**src/rtl/mux_pkg.sv**
```systemverilog
// Shared constants and helpers for the round-robin / static stream mux.
// Imported by the arbiter and the mux top.
package mux_pkg;

    localparam logic MODE_STATIC = 1'b0;
    localparam logic MODE_RR     = 1'b1;

    function automatic int clog2_n(input int n);
        int r;
        r = 0;
        while ((1 << r) < n) begin
            r++;
        end
        return r;
    endfunction

endpackage

```
**src/rtl/mux_rr_n_rr_arbiter.sv**
```systemverilog
// Combinational round-robin picker: first requester at or after ptr,
// wrapping modulo N.
module rr_arbiter
    import mux_pkg::*;
#(
    parameter  int N  = 4,
    localparam int SW = clog2_n(N)
) (
    input  logic [N-1:0]  req,
    input  logic [SW-1:0] ptr,
    output logic [SW-1:0] gnt_idx,
    output logic          gnt_any
);

    logic [SW:0]   sum;
    logic [SW-1:0] idx;

    // Scan farthest slot first so the slot nearest ptr wins last.
    always_comb begin
        gnt_idx = '0;
        gnt_any = 1'b0;
        sum     = '0;
        idx     = '0;
        for (int k = N - 1; k >= 0; k--) begin
            sum = {1'b0, ptr} + (SW + 1)'(k);
            if (sum >= (SW + 1)'(N)) begin
                sum = sum - (SW + 1)'(N);
            end
            idx = sum[SW-1:0];
            if (req[idx]) begin
                gnt_idx = idx;
                gnt_any = 1'b1;
            end
        end
    end

endmodule

```
**src/rtl/mux_rr_n.sv**
```systemverilog
// N-channel W-bit stream mux with valid/ready per channel, static or
// round-robin selection, and a registered output stage.
module mux_rr_n
    import mux_pkg::*;
#(
    parameter  int N  = 4,
    parameter  int W  = 4,
    localparam int SW = clog2_n(N)
) (
    input  logic           clk,
    input  logic           rst,
    input  logic [N*W-1:0] in_data,
    input  logic [N-1:0]   in_valid,
    output logic [N-1:0]   in_ready,
    input  logic           mode,
    input  logic [SW-1:0]  sel,
    output logic [W-1:0]   out_data,
    output logic [SW-1:0]  out_ch,
    output logic           out_valid,
    input  logic           out_ready
);

    logic [W-1:0]       ch_data [N];
    logic [2**SW-1:0]   valid_ext;
    logic [SW-1:0]      ptr;
    logic [SW-1:0]      rr_idx;
    logic               rr_any;
    logic               st_ok;
    logic [SW-1:0]      grant;
    logic               grant_ok;
    logic               load;
    logic               xfer;

    for (genvar i = 0; i < N; i++) begin : g_unpack
        assign ch_data[i] = in_data[i*W +: W];
    end

    rr_arbiter #(
        .N (N)
    ) u_arb (
        .req     (in_valid),
        .ptr     (ptr),
        .gnt_idx (rr_idx),
        .gnt_any (rr_any)
    );

    // Widened so an out-of-range sel never indexes past in_valid.
    assign valid_ext = (2**SW)'(in_valid);
    assign st_ok     = ({1'b0, sel} < (SW + 1)'(N)) && valid_ext[sel];

    always_comb begin
        grant    = sel;
        grant_ok = st_ok;
        if (mode == MODE_RR) begin
            grant    = rr_idx;
            grant_ok = rr_any;
        end
    end

    assign load = !out_valid || out_ready;
    assign xfer = !rst && load && grant_ok;

    always_comb begin
        in_ready = '0;
        if (xfer) begin
            in_ready = N'(1) << grant;
        end
    end

    always_ff @(posedge clk) begin
        if (rst) begin
            out_valid <= 1'b0;
            out_data  <= '0;
            out_ch    <= '0;
            ptr       <= '0;
        end else if (xfer) begin
            out_valid <= 1'b1;
            out_data  <= ch_data[grant];
            out_ch    <= grant;
            if (mode == MODE_RR) begin
                ptr <= (grant == SW'(N - 1)) ? '0 : grant + SW'(1);
            end
        end else if (load) begin
            out_valid <= 1'b0;
        end
    end

endmodule

```
**config.mk**
```make
export PLATFORM = sky130hd
export DESIGN_NAME = mux_rr_n
export DESIGN_NICKNAME = d
export VERILOG_FILES = /design/src/rtl/mux_pkg.sv /design/src/rtl/mux_rr_n_rr_arbiter.sv /design/src/rtl/mux_rr_n.sv
export SDC_FILE = /design/constraint.sdc
export NUM_CORES = 1
export LEC_CHECK = 0
export CAP_MARGIN = 20
export CELL_PAD_IN_SITES_DETAIL_PLACEMENT = 0
export CELL_PAD_IN_SITES_GLOBAL_PLACEMENT = 1
export CORE_UTILIZATION = 30
export CTS_CLUSTER_DIAMETER = 60
export CTS_CLUSTER_SIZE = 30
export DETAILED_ROUTE_END_ITERATION = 7
export DONT_BUFFER_PORTS = 1
export PLACE_DENSITY = 0.66
export RECOVER_POWER = 25
export SLEW_MARGIN = 20
export SYNTH_ARGS = -nofsm -noshare
export SYNTH_HDL_FRONTEND = slang
export SYNTH_SLANG_ARGS = --single-unit
```
**constraint.sdc**
```tcl
create_clock -name clk -period 2.42 [get_ports clk]
set_clock_uncertainty 0.15 [all_clocks]
set_input_delay 0.242 -clock clk [delete_from_list [all_inputs] [get_ports clk]]
set_output_delay 0.242 -clock clk [all_outputs]
set_load 0.1 [all_outputs]
```
==> results of run 1 <==
registers in the layout, indices dropped and copies added, names as in the netlist:
name,cells
ptr,2
out_ch,2
out_valid,1
out_data,4
cells in the final DEF (no fill, tap or decap), drive strengths merged, types with 2 or more instances in the layout:
master,n
dfxtp,9
nor2,11
inv,3
nor3b,2
o31ai,5
o21ai,4
nand3b,4
a21oi,3
and3b,2
buf,7
nand2b,3
nor2b,3
clkbuf,9
a2111oi,4
nand2,5
a221oi,4
a211oi,3
a21boi,10
power by group through the flow:
| stage | Sequential, mW | Combinational [mW] | Clock (mW) |
|---|---|---|---|
| floorplan | 0.282 | 0.151 | 0 |
| global placement | 0.180 | 0.302 | 0 |
| detailed placement | 0.181 | 0.303 | 0 |
| CTS | 0.178 | 0.306 | 0.122 |
| global route | 0.180 | 0.317 | 0.128 |
| finish | 0.178 | 0.299 | 0.118 |
worst max-delay path, stage by stage, from the launching register on:
cell and delay (ns):
dfxtp_2 0.41, inv_1 0.08, a221o_2 0.42, and2_4 0.20
nand2b_1 0.23, nor2_4 0.13, buf_12 0.18
area by class of cell:
class                   instances  area (sq um)
well taps                      30          37.5
flip-flops and latches          9           184
repair buffers                 13           131
multi-input cells              78           599
fillers                       263          1510
clock buffers                   4          26.3
inverters                       3          11.3
routing by layer:
metal,track usage,vias up,share of wire
met5,0,-,0
met1,0.219,357,0.49
met2,0.231,28,0.44
met3,0.0508,0,0.072
li1,-,395,-
met4,0.0395,0,0
worst paths after layout:
path                           from                       end  slack (ns)  cells past startpoint
max             ptr[0]$_SDFFE_PP0P_               in_ready[0]        0.11                      6
min reg2reg  out_ch[0]$_SDFFE_PP0P_    out_ch[0]$_SDFFE_PP0P_        0.31                      2
max reg2reg     ptr[0]$_SDFFE_PP0P_  out_data[0]$_SDFFE_PP0P_        0.44                      5
min                             rst  out_data[3]$_SDFFE_PP0P_        0.02                      2
cell families after synthesis:
group	synth area share
flops	0.226
mux	0.0408
buf+inv	0.0675
compound gates	0.403
simple gates	0.262
repair_timing:
action	CTS	global route
resized for setup	1	3
hold buffers	1	0
cloned	0	0
setup buffers	0	0
endpoints found under the setup margin	2	3
hold endpoints to repair	5	0
Yosys cell counts (2+ instances only):
cell type	count	area, sq um
a21oi_1	3	15.0
nor2b_1	3	18.8
and3b_1	2	17.5
inv_1	3	11.3
o31ai_1	5	37.5
nand3b_1	4	30.0
nor2_1	11	41.3
nand2b_1	3	18.8
a221oi_1	4	35.0
nand2_1	5	18.8
dfxtp_1	9	180
o21ai_2	2	17.5
nor3b_1	2	15.0
buf_6	2	22.5
a211oi_1	3	22.5
o21ai_0	2	10.0
a21boi_0	9	67.6
a2111oi_1	2	20.0
through the flow:
stage	hold slack [ns]	area, sq um	utilization	std cells	setup slack [ns]
after global routing	0.0144	990	0.396	137	0.0131
final	0.0246	990	0.396	137	0.107
after global placement	0.160	963	0.385	132	0.329
after CTS	0.0180	1000	0.400	137	0.0523
after detailed placement	0.162	963	0.385	132	0.280
after floorplan	0.303	828	-	96	0.144
==> metrics.csv, run 1 <==
stage,metric,value,unit
clock_tree,cts_htree_levels,1,
cells_and_area,n_antenna_cell,0,
sta,period_share,0.956,
synthesis,ys_seq_area_frac,0.226,
cells_and_area,drive_gt1_frac,0.243,
floorplan,pin_count,37,
power,swShare,0.474,
placed_design,gp_congestion,0.742,
synthesis,syn_avg_cell_area,8.30,sq um
sta,hold_violations,0,
floorplan,start_util,0.319,
clock_tree,clk-insertion-delay-late,0.26,ns
sta,setup_viol,0,
setup_path,path_max_fanout,12,
floorplan,core_area,0.00250,sq mm
route,num_vias,780,
sta,fmax,432,MHz
sta,rsz0062_at_grt,no,
route,ant_nets,0,
power,seq_power_share,0.299,
setup_path,crit_type,flop to primary output,
clock_tree,tritoncts,yes,
floorplan,die_h,53.5,microns
clock_tree,clock-sinks,9,
power,power_switching,282,uW
route,wirelength,2140,microns
placed_design,post-dp-hpwl,1650,microns
route,route.detailed.drc,0,
job,cap_violations,0,
power,p_clk_frac,0.199,
setup_path,required,2.03,ns
clock_tree,cts_buffers,3,
setup_path,start_kind,flop,
clock_tree,path_clk_slew,0.07,ns
synthesis,synth-edff-count,0,
cells_and_area,areaGrowthSynthToFinish,24.2,%
setup_path,arrival,1.92,ns
route,drtIter0Drc,13,
clock_tree,clockRootBuffer,clkbuf_4,
setup_path,endpoint_kind,primary output,
placed_design,port-buffer-count,0,
sta,period_needed,2.31,ns
synthesis,synth-warning-count,0,
synthesis,ys_ff_latch,9,
power,leakagePower,0.333,nW
synthesis,syn_area,797,sq um
synthesis,synth.net_count,122,
sta,max-slew-margin-rel,0.202,
clock_tree,clockBufferDepth,2,
synthesis,synth_flop_cell,dfxtp_1,
route,wl_per_cell,15.6,microns
synthesis,synthArstFlopShare,0,
sta,report.final.slew_viol_count,0,
floorplan,rows,18,
cells_and_area,nNetsFinal,134,
outcome,status,"finished, final reports clean",
route,firstDrtPassIters,4,
sta,setup_tns,0,ns
power,ir_drop,0.313,mV
global_routing,grtUsageTotal,0.157,
global_routing,grt_pass1_vias,704,
global_routing,grt_max_degree,13,
power,p_comb_frac,0.502,
route,viasPerCell,5.69,
power,powerDensity,601,mW/mm^2
global_routing,grt_pass1_wl,3280,microns
min_path,hold_path_class,input pin to flop,
floorplan,die_area,0.00287,sq mm
power,intPower,313,uW
floorplan,die_w,53.5,microns
sta,tightest_slew,1.20,ns
synthesis,ys_types,40,
global_routing,antenna_found_initial,0,
power,p_total,595,uW
global_routing,grt-ovfl-total,0,
synthesis,synth_cells,96,
(Power assumes the default switching activity.)
==> run 2: changes to the inputs <==
- CORE_MARGIN: not set -> 5
==> metrics.csv, run 2 (synthesis results as in run 1) <==
stage,metric,value,unit,change
setup_path,crit_start,ptr[1]$_SDFFE_PP0P_,,was ptr[0]$_SDFFE_PP0P_
route,route.detailed.drc,0,,unchanged
setup_path,path_max_fanout,8,,was 12
sta,setup_tns,0,ns,unchanged
min_path,hold_path_class,input pin to flop,,unchanged
power,powerDensity,604,mW/mm^2,was 601 mW/mm^2
sta,rsz0062_at_grt,no,,unchanged
cells_and_area,n_antenna_cell,0,,unchanged
floorplan,start_util,0.319,,unchanged
min_path,min_from,rst,,unchanged
sta,max-slew-margin-rel,0.166,,was 0.202
cells_and_area,reg_top3,"out_data: 4 flops, out_ch: 2 flops, ptr: 2 flops",,unchanged
global_routing,grt_max_degree,13,,unchanged
sta,setup_viol,0,,unchanged
route,ant_nets,0,,unchanged
global_routing,grt-ovfl-total,0,,unchanged
clock_tree,clk-insertion-delay-late,0.26,ns,about the same
sta,period_share,0.958,,was 0.956
route,num_vias,789,,was 780
route,drtIter0Drc,14,,was 13
cells_and_area,drive_gt1_frac,0.234,,was 0.243
sta,period_needed,2.32,ns,was 2.31 ns
route,wirelength,2300,microns,was 2140 microns
setup_path,arrival,1.93,ns,was 1.92 ns
clock_tree,cts_htree_levels,1,,unchanged
power,ir_drop,0.284,mV,was 0.313 mV
cells_and_area,nNetsFinal,134,,unchanged
placed_design,dpl_cell_area,963,sq um,unchanged
global_routing,grt_pass1_wl,3360,microns,was 3280 microns
cells_and_area,areaGrowthSynthToFinish,23.5,%,was 24.2%
floorplan,die_h,61.5,microns,was 53.5 microns
clock_tree,cts_buffers,3,,unchanged
placed_design,gp_congestion,0.818,,was 0.742
floorplan,die_area,0.00379,sq mm,was 0.00287 sq mm
route,viasPerCell,5.76,,was 5.69
setup_path,endpoint_kind,primary output,,unchanged
cells_and_area,regMostFlops,out_data,,unchanged
global_routing,grt_pass1_vias,716,,was 704
cells_and_area,stdcell_count,137,,unchanged
floorplan,die_w,61.5,microns,was 53.5 microns
job,cap_violations,0,,unchanged
sta,tightest_slew,1.25,ns,was 1.20 ns
setup_path,reg2reg_depth,6,,was 5
floorplan,rows,18,,unchanged
setup_path,start_kind,flop,,unchanged
placed_design,port-buffer-count,0,,unchanged
clock_tree,path_clk_slew,0.07,ns,about the same
clock_tree,clockRootBuffer,clkbuf_4,,unchanged
sta,hold_violations,0,,unchanged
floorplan,core_area,0.00250,sq mm,unchanged
setup_path,required,2.03,ns,about the same
global_routing,antenna_found_initial,0,,unchanged
clock_tree,clockBufferDepth,2,,unchanged
cells_and_area,final_cell_mix,"a21boi_0, nor2_1, clkbuf_1, dfxtp_1",,unchanged
placed_design,dp_cells,132,,unchanged
min_path,whs_path_depth,2,,unchanged
cells_and_area,layout_commonest_cell,a21boi_0,,unchanged
route,firstDrtPassIters,4,,unchanged
sta,report.final.slew_viol_count,0,,unchanged
clock_tree,tritoncts,yes,,unchanged
floorplan,pin_count,37,,unchanged
clock_tree,postCtsSetupBuffers,0,,unchanged
global_routing,grtUsageTotal,0.121,,was 0.157
power,leakagePower,0.332,nW,was 0.333 nW
sta,fmax,431,MHz,was 432 MHz
setup_path,crit_type,flop to primary output,,unchanged
cells_and_area,largest_reg_flops,4,,unchanged
route,wl_per_cell,16.8,microns,was 15.6 microns
outcome,status,"finished, final reports clean",,unchanged
clock_tree,clock-sinks,9,,unchanged
setup_path,r2r_start,ptr[1]$_SDFFE_PP0P_,,was ptr[0]$_SDFFE_PP0P_
cells_and_area,final_area,985,sq um,was 990 sq um
placed_design,post-dp-hpwl,1800,microns,was 1650 microns
[run 2: cell counts in the layout (fill, tap and decap cells not counted)]
No cell type changed its count.
[run 2: what timing repair did]
item	4_1_cts	5_1_grt
gates resized for setup	1	2
setup endpoints to repair	2	3
hold buffers	1	0
endpoints found under the hold margin	5	0
[run 2: layer usage]
metal / share of wire / vias to the layer above / global-route usage
li1: - / 393 / -
met1: 0.45 / 367 / 0.150
met2: 0.43 / 25 / 0.176
met3: 0.10 / 4 / 0.0440
met4: 0.012 / 0 / 0.0727
met5: 0 / - / 0
[run 2: where the power goes]
group	internal, mW	switching [mW]	total [mW]
logic	0.0826	0.216	0.298
registers	0.166	0.0112	0.177
clock network	0.0637	0.0554	0.119
total	0.312	0.282	0.595
[run 2: worst max-delay path, stage by stage, from the launching register on]
cell and delay (ns):
dfxtp_2 0.36, and3b_1 0.18, a211oi_1 0.35, o221a_4 0.30
nor2_1 0.12, nor2_4 0.17, buf_12 0.18
[run 2: final cells by class]
class,instances,area [sq um]
inverter,3,11.3
fill,274,1520
tap,30,37.5
clock buffer,4,26.3
timing repair buffer,13,131
sequential,9,184
multi-input combinational,78,594
[run 2: metrics by stage]
stage / util / hold WS (ns) / setup WS, ns / power (mW)
after CTS: 0.400 / 0.0114 / 0.00656 / 0.606
after global routing: 0.394 / 0.0212 / 0.0115 / 0.619
final: 0.394 / 0.0199 / 0.102 / 0.595
after detailed placement: 0.385 / 0.162 / 0.282 / 0.486
after floorplan: - / 0.303 / 0.144 / 0.433
after global placement: 0.385 / 0.161 / 0.324 / 0.483
[run 2: worst paths after layout]
check | endpoint | slack, ns
min reg2reg | out_ch[1]$_SDFFE_PP0P_ | 0.31
max reg2reg | out_data[2]$_SDFFE_PP0P_ | 0.46
min | out_data[0]$_SDFFE_PP0P_ | 0.02
max | in_ready[0] | 0.10
